**src/rtl/pwm_pkg.sv**
```systemverilog
// ---------------------------------------------------------------------------
// pwm_pkg
// Shared types and constants for the PWM output stage.
//   pwm_state_t : controller state (IDLE / RUN)
//   PWM_BITS    : width of the PWM counter and duty values
//   DUTY_FULL   : duty code that means "constantly high"
//   NUM_CH      : number of user output channels
//   pwm_level() : PWM comparator shared by all channels
// ---------------------------------------------------------------------------
package pwm_pkg;

    typedef enum logic [0:0] {
        IDLE = 1'b0,
        RUN  = 1'b1
    } pwm_state_t;

    localparam int               PWM_BITS  = 8;
    localparam logic [PWM_BITS-1:0] DUTY_FULL = 8'hFF;
    localparam logic [PWM_BITS-1:0] CNT_LAST  = 8'hFF;
    localparam int               NUM_CH    = 16;

    // 0xFF is special-cased so that full duty never shows a low cycle;
    // otherwise the output is high while the counter is below the duty.
    function automatic logic pwm_level(input logic [PWM_BITS-1:0] cnt,
                                       input logic [PWM_BITS-1:0] duty);
        return (duty == DUTY_FULL) || (cnt < duty);
    endfunction

endpackage

```
**src/rtl/pwm_prescaler.sv**
```systemverilog
// ---------------------------------------------------------------------------
// pwm_prescaler
// Divides the system clock into PWM count steps.
//   clk   : system clock
//   rst_n : asynchronous active-low reset
//   clr   : synchronous clear, holds the count at zero
//   tick  : high for one cycle every CLK_DIV cycles while not cleared
// ---------------------------------------------------------------------------
module pwm_prescaler
    import pwm_pkg::*;
#(
    parameter int CLK_DIV = 13
) (
    input  logic clk,
    input  logic rst_n,
    input  logic clr,
    output logic tick
);

    localparam int            PW   = (CLK_DIV > 1) ? $clog2(CLK_DIV) : 1;
    localparam logic [PW-1:0] LAST = PW'(CLK_DIV - 1);

    logic [PW-1:0] cnt_q, cnt_d;
    logic          wrap;

    assign wrap = (cnt_q == LAST);

    always_comb begin
        cnt_d = cnt_q + 1'b1;
        if (clr || wrap) begin
            cnt_d = '0;
        end
    end

    // A cleared prescaler never ticks, so the PWM counter cannot advance
    // on the same edge that the controller leaves RUN.
    assign tick = wrap && !clr;

    always_ff @(posedge clk or negedge rst_n) begin
        if (!rst_n) begin
            cnt_q <= '0;
        end else begin
            cnt_q <= cnt_d;
        end
    end

endmodule

```
**src/rtl/pwm_output_stage.sv**
```systemverilog
// ---------------------------------------------------------------------------
// pwm_output_stage
// Drives 16 user outputs from the SPI configuration bytes. Each channel is
// forced low, held high, or follows a shared 8-bit PWM waveform whose duty
// is taken from a shadow register updated only at period boundaries.
//   clk               : system clock
//   rst_n             : asynchronous active-low reset
//   en_reg_out_7_0    : output enable, channels 7..0
//   en_reg_out_15_8   : output enable, channels 15..8
//   en_reg_pwm_7_0    : PWM-mode select, channels 7..0
//   en_reg_pwm_15_8   : PWM-mode select, channels 15..8
//   pwm_duty_cycle    : requested duty (0x00 = 0 %, 0xFF = 100 %)
//   out               : registered channel outputs
//   period_start      : registered one-cycle pulse at each period boundary
// ---------------------------------------------------------------------------
module pwm_output_stage
    import pwm_pkg::*;
#(
    parameter int CLK_DIV = 13
) (
    input  logic              clk,
    input  logic              rst_n,
    input  logic [7:0]        en_reg_out_7_0,
    input  logic [7:0]        en_reg_out_15_8,
    input  logic [7:0]        en_reg_pwm_7_0,
    input  logic [7:0]        en_reg_pwm_15_8,
    input  logic [7:0]        pwm_duty_cycle,
    output logic [NUM_CH-1:0] out,
    output logic              period_start
);

    logic [NUM_CH-1:0]   en_out, en_pwm;
    logic                active;
    logic                tick;
    logic                presc_clr;
    logic                pwm_hi;

    pwm_state_t          state_q, state_d;
    logic [PWM_BITS-1:0] pwm_cnt_q, pwm_cnt_d;
    logic [PWM_BITS-1:0] duty_sh_q, duty_sh_d;
    logic                period_start_q, period_start_d;
    logic [NUM_CH-1:0]   out_q, out_d;

    assign en_out = {en_reg_out_15_8, en_reg_out_7_0};
    assign en_pwm = {en_reg_pwm_15_8, en_reg_pwm_7_0};
    assign active = |(en_out & en_pwm);

    // The prescaler is held clear outside RUN, and also on the edge that
    // leaves RUN, so both counters restart from zero together.
    assign presc_clr = (state_q != RUN) || !active;

    pwm_prescaler #(
        .CLK_DIV (CLK_DIV)
    ) u_prescaler (
        .clk   (clk),
        .rst_n (rst_n),
        .clr   (presc_clr),
        .tick  (tick)
    );

    always_comb begin
        state_d        = state_q;
        pwm_cnt_d      = pwm_cnt_q;
        duty_sh_d      = duty_sh_q;
        period_start_d = 1'b0;
        case (state_q)
            IDLE: begin
                // Track the requested duty so the first period after entry
                // uses the latest value.
                pwm_cnt_d = '0;
                duty_sh_d = pwm_duty_cycle;
                if (active) begin
                    state_d = RUN;
                end
            end
            RUN: begin
                if (!active) begin
                    // Leaving RUN wins over a coincident wrap: no pulse.
                    state_d   = IDLE;
                    pwm_cnt_d = '0;
                end else if (tick) begin
                    pwm_cnt_d = pwm_cnt_q + 1'b1;
                    if (pwm_cnt_q == CNT_LAST) begin
                        duty_sh_d      = pwm_duty_cycle;
                        period_start_d = 1'b1;
                    end
                end
            end
            default: begin
                state_d   = IDLE;
                pwm_cnt_d = '0;
            end
        endcase
    end

    assign pwm_hi = pwm_level(pwm_cnt_q, duty_sh_q);
    assign out_d  = en_out & (~en_pwm | {NUM_CH{pwm_hi}});

    always_ff @(posedge clk or negedge rst_n) begin
        if (!rst_n) begin
            state_q        <= IDLE;
            pwm_cnt_q      <= '0;
            duty_sh_q      <= '0;
            period_start_q <= 1'b0;
            out_q          <= '0;
        end else begin
            state_q        <= state_d;
            pwm_cnt_q      <= pwm_cnt_d;
            duty_sh_q      <= duty_sh_d;
            period_start_q <= period_start_d;
            out_q          <= out_d;
        end
    end

    assign out          = out_q;
    assign period_start = period_start_q;

endmodule

```
**config.mk**
```make
export PLATFORM = sky130hd
export DESIGN_NAME = pwm_output_stage
export DESIGN_NICKNAME = d
export VERILOG_FILES = /design/src/rtl/pwm_pkg.sv /design/src/rtl/pwm_prescaler.sv /design/src/rtl/pwm_output_stage.sv
export SDC_FILE = /design/constraint.sdc
export NUM_CORES = 1
export LEC_CHECK = 0
export CORE_ASPECT_RATIO = 0.7
export CORE_MARGIN = 3
export CORE_UTILIZATION = 42
export CTS_BUF_LIST = sky130_fd_sc_hd__clkbuf_8
export CTS_CLUSTER_DIAMETER = 80
export DETAILED_ROUTE_END_ITERATION = 8
export HOLD_SLACK_MARGIN = 0.1
export PLACE_DENSITY = 0.78
export SYNTH_ARGS = -nofsm -noshare
export SYNTH_HDL_FRONTEND = slang
export SYNTH_SLANG_ARGS = --single-unit
```
**constraint.sdc**
```tcl
create_clock -name clk -period 1.83 [get_ports clk]
set_input_delay 0.4575 -clock clk [delete_from_list [all_inputs] [get_ports clk]]
set_output_delay 0.4575 -clock clk [all_outputs]
set_load 0.02 [all_outputs]
```
==> results.txt, run 1 <==
* Post-synth EDFFs: 0
- Antenna violations before repair: 0
- Maximum number of pins on one net before global-route repair: 39
* Count of clock tree sinks: 38
- Per-cell routed wire length: 16.9 um
* Buffers from clock root to sink, at most: 2
- The die covers 0.00498 mm2.
- Final weighted congestion in routability-driven placement: 0.755
* Cell Count, Final, Fillers Out: between 200 and 300
- On the worst path, the slowest cell contributes a delay of 0.44 ns.
* Arrival time worst endpoint: approximately 2.0 ns
- In this run the tightest slew margin relative to its limit is 0.679.
- The root buffer cell chosen for the clock tree is clkbuf_8.
* Total global routing track utilization: 0.183
- Synthesis inferred 38 register bits.
- P&R area growth vs syn: 55.7%
* Clock latency reported for the late side of the worst-skew pair: a little under 0.3 ns
- The flow ran to the end, but the final reports show violations.
- After clock tree synthesis, the clock-pin slew on the worst setup and hold paths is 0.07 ns.
- Final setup slack of the worst path: -0.0134 ns
- Gate power share: 0.289
- By count the netlist is led by 38 x dfrtp_1, 16 x a21boi_0, 11 x nand2_1, 11 x nor2_1.
- The die is 60.0 um tall.
- Post-Syn Instances: 149
- # diodes: 0
* Vias after detailed routing: 1423
- Peak supply drop: 490 uV
- Final nets: 275
- The analysis attributes to net switching a power of 0.681 mW.
* Number of iterations in the first detailed-routing pass: 4
* Top-area cell type share of the netlist area: 0.544
- After detailed routing, the number of remaining DRC violations is 0.
* Upper clock frequency limit: 542 MHz
- The analysis attributes to cell leakage a power of 1.40 nW.
* Top flip-flop cell by instance count after synthesis: dfrtp_1
* Cell-internal power: 1.61 mW
* Maximum fanout count along the critical path: 8
- dfrtp_1 takes more of the synthesized area than any other cell.
* Clock network fraction of design power: 0.235
- Post-layout total power: 2.30 mW
- Total grt overflow: 0
* Required @ worst endpoint: 2.00 ns
- Area of the multi-input gates: 852 um2
- After detailed routing, the number of vias per cell comes to 5.21.
- With fillers left out, the area of the finished cells amounts to between 0.002 and 0.003 mm2.
- Top cells by area in the synthesized netlist: dfrtp_1 54%, ha_1 7.2%, a21boi_0 6.9%
* Mean instance size in the synthesized netlist: approximately 12 um2
- Post-synthesis cell type count: 31
- The tightest min-delay check is of the primary input to asynchronous set/reset pin type.
- The slowest stage of the critical path belongs to the cell clkdlybuf4s50_1.
* Cell row count: 18
* CTS tree: built
* Total of warnings raised by yosys: 0
- Count leader, synth: dfrtp_1
- Placed instance count: 263
- For the finished layout, the period the worst path requires is 1.84 ns.
- Proportion of synthesized flip-flops having asynchronous set or reset: 1.00
- Wire length of the first global-routing pass: 6.99 mm
- Clock tree synthesis inserted a total of 5 buffers.
- The H-tree was split into 2 levels.
- Once detailed placement completed, the half-perimeter wirelength came to about 3.1 mm.
- Number of pins exceeding their max-slew limit in the final report: 0
* Initial core utilization: 0.465
- DRT iter0 DRCs: 31
- The number of global-route vias before repair was 1525.
- Prior to clock tree synthesis, the placed netlist has a worst setup slack of -0.354 ns.
- Sequential Power Share: 0.476
- The critical path is of the primary input to flop type.
- Final hold violation count: 0
- In the finished design, the share of the clock period the worst path needs comes to 1.01.
- Max_cap viols: 0
* RSZ-0062 raised after global routing: true
* Violated checks: negative setup slack
- Width of the die: 83.1 um
- Number of hold buffers added after cts: 0
* Cell area after synthesis: 0.00175 mm2
- Clock skew on the completed layout was measured at 0.00831 ns.
- Pwr Density: 844 mW/mm2
- Total length of routed wires: 4.62 mm
* Core box area: 0.00376 mm2
- Of the total power, the share spent switching nets is 0.297.
- Setup violations remaining at the end of the flow were counted as 8.
- Final antenna-violating net count: 0
- STA classifies the critical path endpoint as a flop.
- Register cell area after layout: 951 um2
- Number of buffers added on ports: between 50 and 60
- Syn nets: between 200 and 250
- In the final layout, the share of cells above drive strength 1 is 0.215.
- Sequential cell area fraction in the yosys report: 0.544
- Worst-Margin Slew: 0.482 ns
- Summed negative setup slack over all endpoints: -0.0754 ns
- Critical path launch point type: primary input
- After detailed placement, the total cell area comes to roughly 0.0025 mm2.
- Io pins: a little under 60
- Filler cells: between 200 and 250
* Cell-by-cell trace of the critical path: clkdlybuf4s50_1 > a22oi_2 > nand2_1 > nor4_2 > buf_4 > o21ai_4 > buf_12 > mux2_4
[sequential cells by signal (all words and copies together) (netlist names)]
name	count
state_q	1
duty_sh_q	8
period_start	1
u_prescaler.cnt_q	4
pwm_cnt_q	8
out	16
[stage by stage]
step	hold WS, ns	util
after floorplan	0.162	-
after global placement	0.501	0.655
after detailed placement	0.519	0.655
after CTS	0.226	0.681
after global routing	0.248	0.724
final	0.214	0.724
[what timing repair did]
item                       in CTS  in global routing
setup endpoints to repair      11                 37
resized for setup              12                 57
buffers inserted                0                  2
cloned                          0                  1
pin swaps                       2                 14
[layout make-up]
class / instances / share of cell area
clock buffers: 5 / 0.0253
clock inverters: 2 / 0.00368
inverters: 10 / 0.0138
multi-input cells: 98 / 0.313
flip-flops and latches: 38 / 0.349
well taps: 50 / 0.0230
repair buffers: 70 / 0.272
[final timing paths]
kind | startpoint | endpoint | slack [ns] | cells after the start
min in group clk | en_reg_pwm_15_8[4] | out[12] | 0.37 | 2
setup / recovery | en_reg_pwm_7_0[5] | duty_sh_q[4] | -0.01 | 8
hold reg to reg | duty_sh_q[0] | duty_sh_q[0] | 0.54 | 1
setup reg to reg | u_prescaler.cnt_q[1] | duty_sh_q[4] | -0.01 | 8
hold / removal | rst_n | pwm_cnt_q[6] | 0.21 | 2
max in group asynchronous | rst_n | duty_sh_q[1] | 1.28 | 2
[per-layer routing]
layer / track usage / vias up / part of all wire
met5: 0 / - / 0
li1: - / 665 / -
met2: 0.311 / 54 / 0.48
met4: 0.0956 / 0 / 0.024
met3: 0.0675 / 11 / 0.077
met1: 0.209 / 693 / 0.42
[critical path, delay by kind of cell]
kind / cells / cell delay (ns)
multiplexers: 1 / 0.29
buffers and inverters: 3 / 0.75
AO/OA/AOI/OAI: 2 / 0.26
AND/OR/NAND/NOR: 2 / 0.24
[logic make-up after synthesis]
family,share of synthesized area
buffers and inverters,0.0308
AND/OR/NAND/NOR,0.112
AO/OA/AOI/OAI,0.140
adder cells (fa/ha/maj),0.0716
flip-flops,0.544
multiplexers,0.0573
XOR/XNOR,0.0451
[power groups by stage]
| stage | clock network (mW) | registers [mW] | logic [mW] |
|---|---|---|---|
| after floorplan | 0 | 1.11 | 0.317 |
| after global placement | 0 | 1.09 | 0.577 |
| after detailed placement | 0 | 1.10 | 0.608 |
| after CTS | 0.556 | 1.09 | 0.622 |
| after global routing | 0.594 | 1.11 | 0.739 |
| final | 0.539 | 1.09 | 0.664 |
[placed cells by master (no fill, tap or decap), types with 8 or more instances in the layout]
master / instances
a21boi_1: 10
buf_4: 8
clkdlybuf4s50_1: 33
dfrtp_1: 38
dlymetal6s2s_1: 19
ha_1: 9
inv_1: 10
mux2_4: 8
nand2_1: 10
nor2_1: 11
No activity file was read; power rests on OpenSTA's default activity.
==> inputs of run 2 (changes only) <==
- CORE_UTILIZATION: 42 -> 45
- PLACE_DENSITY: 0.78 -> 0.79
- clock period: 1.83 -> 1.7 ns (I/O delays scaled with it)
==> run 2 against run 1 <==
The flow still finishes with violations (negative setup slack). Non-clock buffer count is 12 higher. Total power is 22% higher. Sequential power is 6% higher. Via count is 2.8% higher. Sequential share of layout area is 2.1 points lower. Die area is 6.1% lower. Combinational power is 33% higher. Register-to-register slack worse by 0.097 ns. Global-route usage is 3.7 points higher. Core utilization is 7.5 points higher. Clock-buffer cell count stayed put. Flip-flop and latch count stayed put.
==> results.txt, run 2 (same netlist as run 1, synthesis figures left out) <==
* Total length of routed wires: 5.00 mm
- The clock reaches the later pin of the worst-skew pair after 0.29 ns.
- In this run the remaining antenna-violating nets after routing total 0.
* Final nets: 288
* Period utilization: 1.07
- The max-slew violation count was 0.
- The analysis attributes to net switching a power of approximately 0.83 mW.
- Summed over all layers, the global routing overflow is 0.
- Flip-flop count of the largest register, all copies and words added: 16
- The share of total power dissipated in the clock network is 0.269.
* Sequential Power Share: 0.415
- In the routed design, unresolved DRC markers number 0.
- The worst setup path is captured at a flop.
* Max incr delay on CP: 0.43 ns
- The number of failing hold endpoints at the final stage came to 0.
- Violated checks: negative setup slack
- Maximum level of the CTS H-tree: 2
* Vias per Instance: around 5
- Relative to the synthesized area, the layout overhead comes to 65.7%.
- Input and output buffers added on the ports amount to 58.
- Traced cell by cell, the critical path runs through ha_4 > a21o_1 > a221oi_4 > buf_6 > o22ai_4 > buf_12 > a21boi_2.
* Per-cell routed wire length: between 15 and 20 um
* Gate power share: 0.316
- The largest individual stage delay along the critical path comes from the cell dfrtp_1.
- Worst-Margin Slew: 0.562 ns
- Setup slack on the critical path of the routed design comes to -0.111 ns.
* Pwr Density: 967 mW/mm2
- The routed layout has 1463 vias.
* Final instance area: 0.00290 mm2
- Cell row count: 18
* Root buf cell: clkbuf_8
- Area of the multi-input gates: approximately 940 um2
* Commonest non-fill, non-tap cell in the layout: dfrtp_1
- In this run, placement finished with an instance count of about 270.
* Critical path buffer and inverter count: 2
- Clock Skew: between 0.006 and 0.007 ns
- Number of setup violations in the final report: 24
- Die outline height: 58.1 um
- Wire length of the first global-routing pass: 7.51 mm
- Crit Path Class: flop to flop
* Io pins: 59
* Placement Cell Area: 0.00250 mm2
* Remaining max-slew budget at the tightest pin: 0.624
- The worst path in the final design needs a cycle of 1.81 ns, including I/O delays and setup.
- The core region is 0.00363 mm2.
- Of the cells placed in the final design, the portion with a size suffix greater than 1 is 0.295.
- Max-cap violations in this run came to 0.
- Among cell families on the critical path, the largest total delay comes from compound AO/OA/AOI/OAI gates.
* Final HPWL from detailed placement: ~3.2 mm
- Maximum fanout count along the critical path: 8
- Clock-pin slew was measured on the worst setup and hold paths at 0.08 ns.
- Floorplan die area: 0.00468 mm2
* Arrival time worst endpoint: around 2.0 ns
- Cell-internal power: 1.97 mW
- Switching part of the total power: 0.296
* Final weighted congestion in routability-driven placement: 0.766
- The initial antenna violation count was 0.
- DRT iter0 DRCs: 69
* Buffers from clock root to sink, at most: 2
- Data on the critical path is required at its endpoint by 1.91 ns.
- In the global route stage, overall resource usage came out at 0.220.
- The number of global-route vias before repair is 1621.
- Upper clock frequency limit: 552 MHz
* Maximum number of pins on one net before global-route repair: 39
- The initial utilization of the core area, before any placement, comes to 0.482.
* Filler cells: 215
- Status: finished, violations left
* Cell Count, Final, Fillers Out: 287
* Count of clock tree sinks: 38
- The worst-case IR drop observed on VDD is 591 uV.
- Registers take 951 um2.
- CTS tree: built
* Width of the die: 80.5 um
- In this run, CTS created clock tree buffers numbering 5.
* # diodes: 0
* Classification of the worst-slack hold path: primary input to asynchronous set/reset pin
- Summed over all cells, the static leakage comes to between 1 and 1.5 nW.
- The top cell types in the final layout, fill and taps aside, are 38 x dfrtp_1, 24 x dlygate4sd2_1, 21 x clkdlybuf4s50_1, 20 x buf_4, 12 x dlymetal6s2s_1.
* RSZ-0062 raised after global routing: true
- STA classifies the critical path startpoint as a flop.
- Number of iterations in the first detailed-routing pass: 4
## run 2: changes by cell type in the layout (fill, tap and decap cells not counted), moves of 2 or more
cell,change
a21boi_1,-3
inv_1,-3
a21boi_2,+3
o22ai_4,+2
ha_1,-2
dlygate4sd2_1,+19
clkdlybuf4s50_1,-12
dlymetal6s2s_1,-7
ha_4,+3
inv_2,+3
buf_4,+12
## run 2: path summary, 6_finish.rpt
path                                         from              endpoint  slack (ns)  cells past startpoint
worst min register to register       duty_sh_q[1]          duty_sh_q[1]        0.56                      1
worst max register to register       pwm_cnt_q[6]                out[1]       -0.11                      7
worst max-delay path                 pwm_cnt_q[6]                out[1]       -0.11                      7
max in group asynchronous                   rst_n  u_prescaler.cnt_q[0]        1.18                      2
min in group clk                en_reg_pwm_7_0[3]                out[3]        0.38                      2
worst min-delay path                        rst_n          pwm_cnt_q[6]        0.18                      2
## run 2: power by group through the flow
| stage | clock network, mW | logic (mW) | registers (mW) |
|---|---|---|---|
| final | 0.753 | 0.886 | 1.16 |
| after CTS | 0.769 | 0.801 | 1.15 |
| after detailed placement | 0 | 0.716 | 1.18 |
| after global placement | 0 | 0.670 | 1.16 |
| after floorplan | 0 | 0.350 | 1.19 |
| after global routing | 0.807 | 0.978 | 1.18 |
## run 2: per-layer routing
layer / up-vias / wire, um / GRT usage
li1: 697 / - / -
met1: 694 / 1910 / 0.242
met2: 62 / 2540 / 0.361
met3: 10 / 453 / 0.102
met4: 0 / 96 / 0.111
met5: - / 0 / 0
## run 2: timing repair
item	CTS	global route
setup endpoints to repair	37	41
hold buffers	0	0
pin swaps	28	15
buffers inserted	7	7
resized for setup	51	33
gates cloned	1	0
## run 2: final cells by class
class | instances | share of cell area
clock buffer | 5 | 0.0238
clock inverter | 3 | 0.0138
inverter | 10 | 0.0130
multi-input combinational | 99 | 0.324
sequential | 38 | 0.328
tap | 50 | 0.0216
timing repair buffer | 82 | 0.275
## run 2: metrics by stage
step           total power, mW  setup TNS [ns]  worst slack, ns   util  hold WS (ns)
2_1_floorplan             1.54           -1.29           -0.172      -         0.129
3_3_place_gp              1.83           -8.22           -0.409  0.689         0.491
3_5_place_dp              1.89           -9.80           -0.468  0.689         0.505
4_1_cts                   2.72          -0.657          -0.0954  0.751         0.190
5_1_grt                   2.96           -2.54           -0.164  0.799         0.214
6_report                  2.80           -1.21           -0.111  0.799         0.182
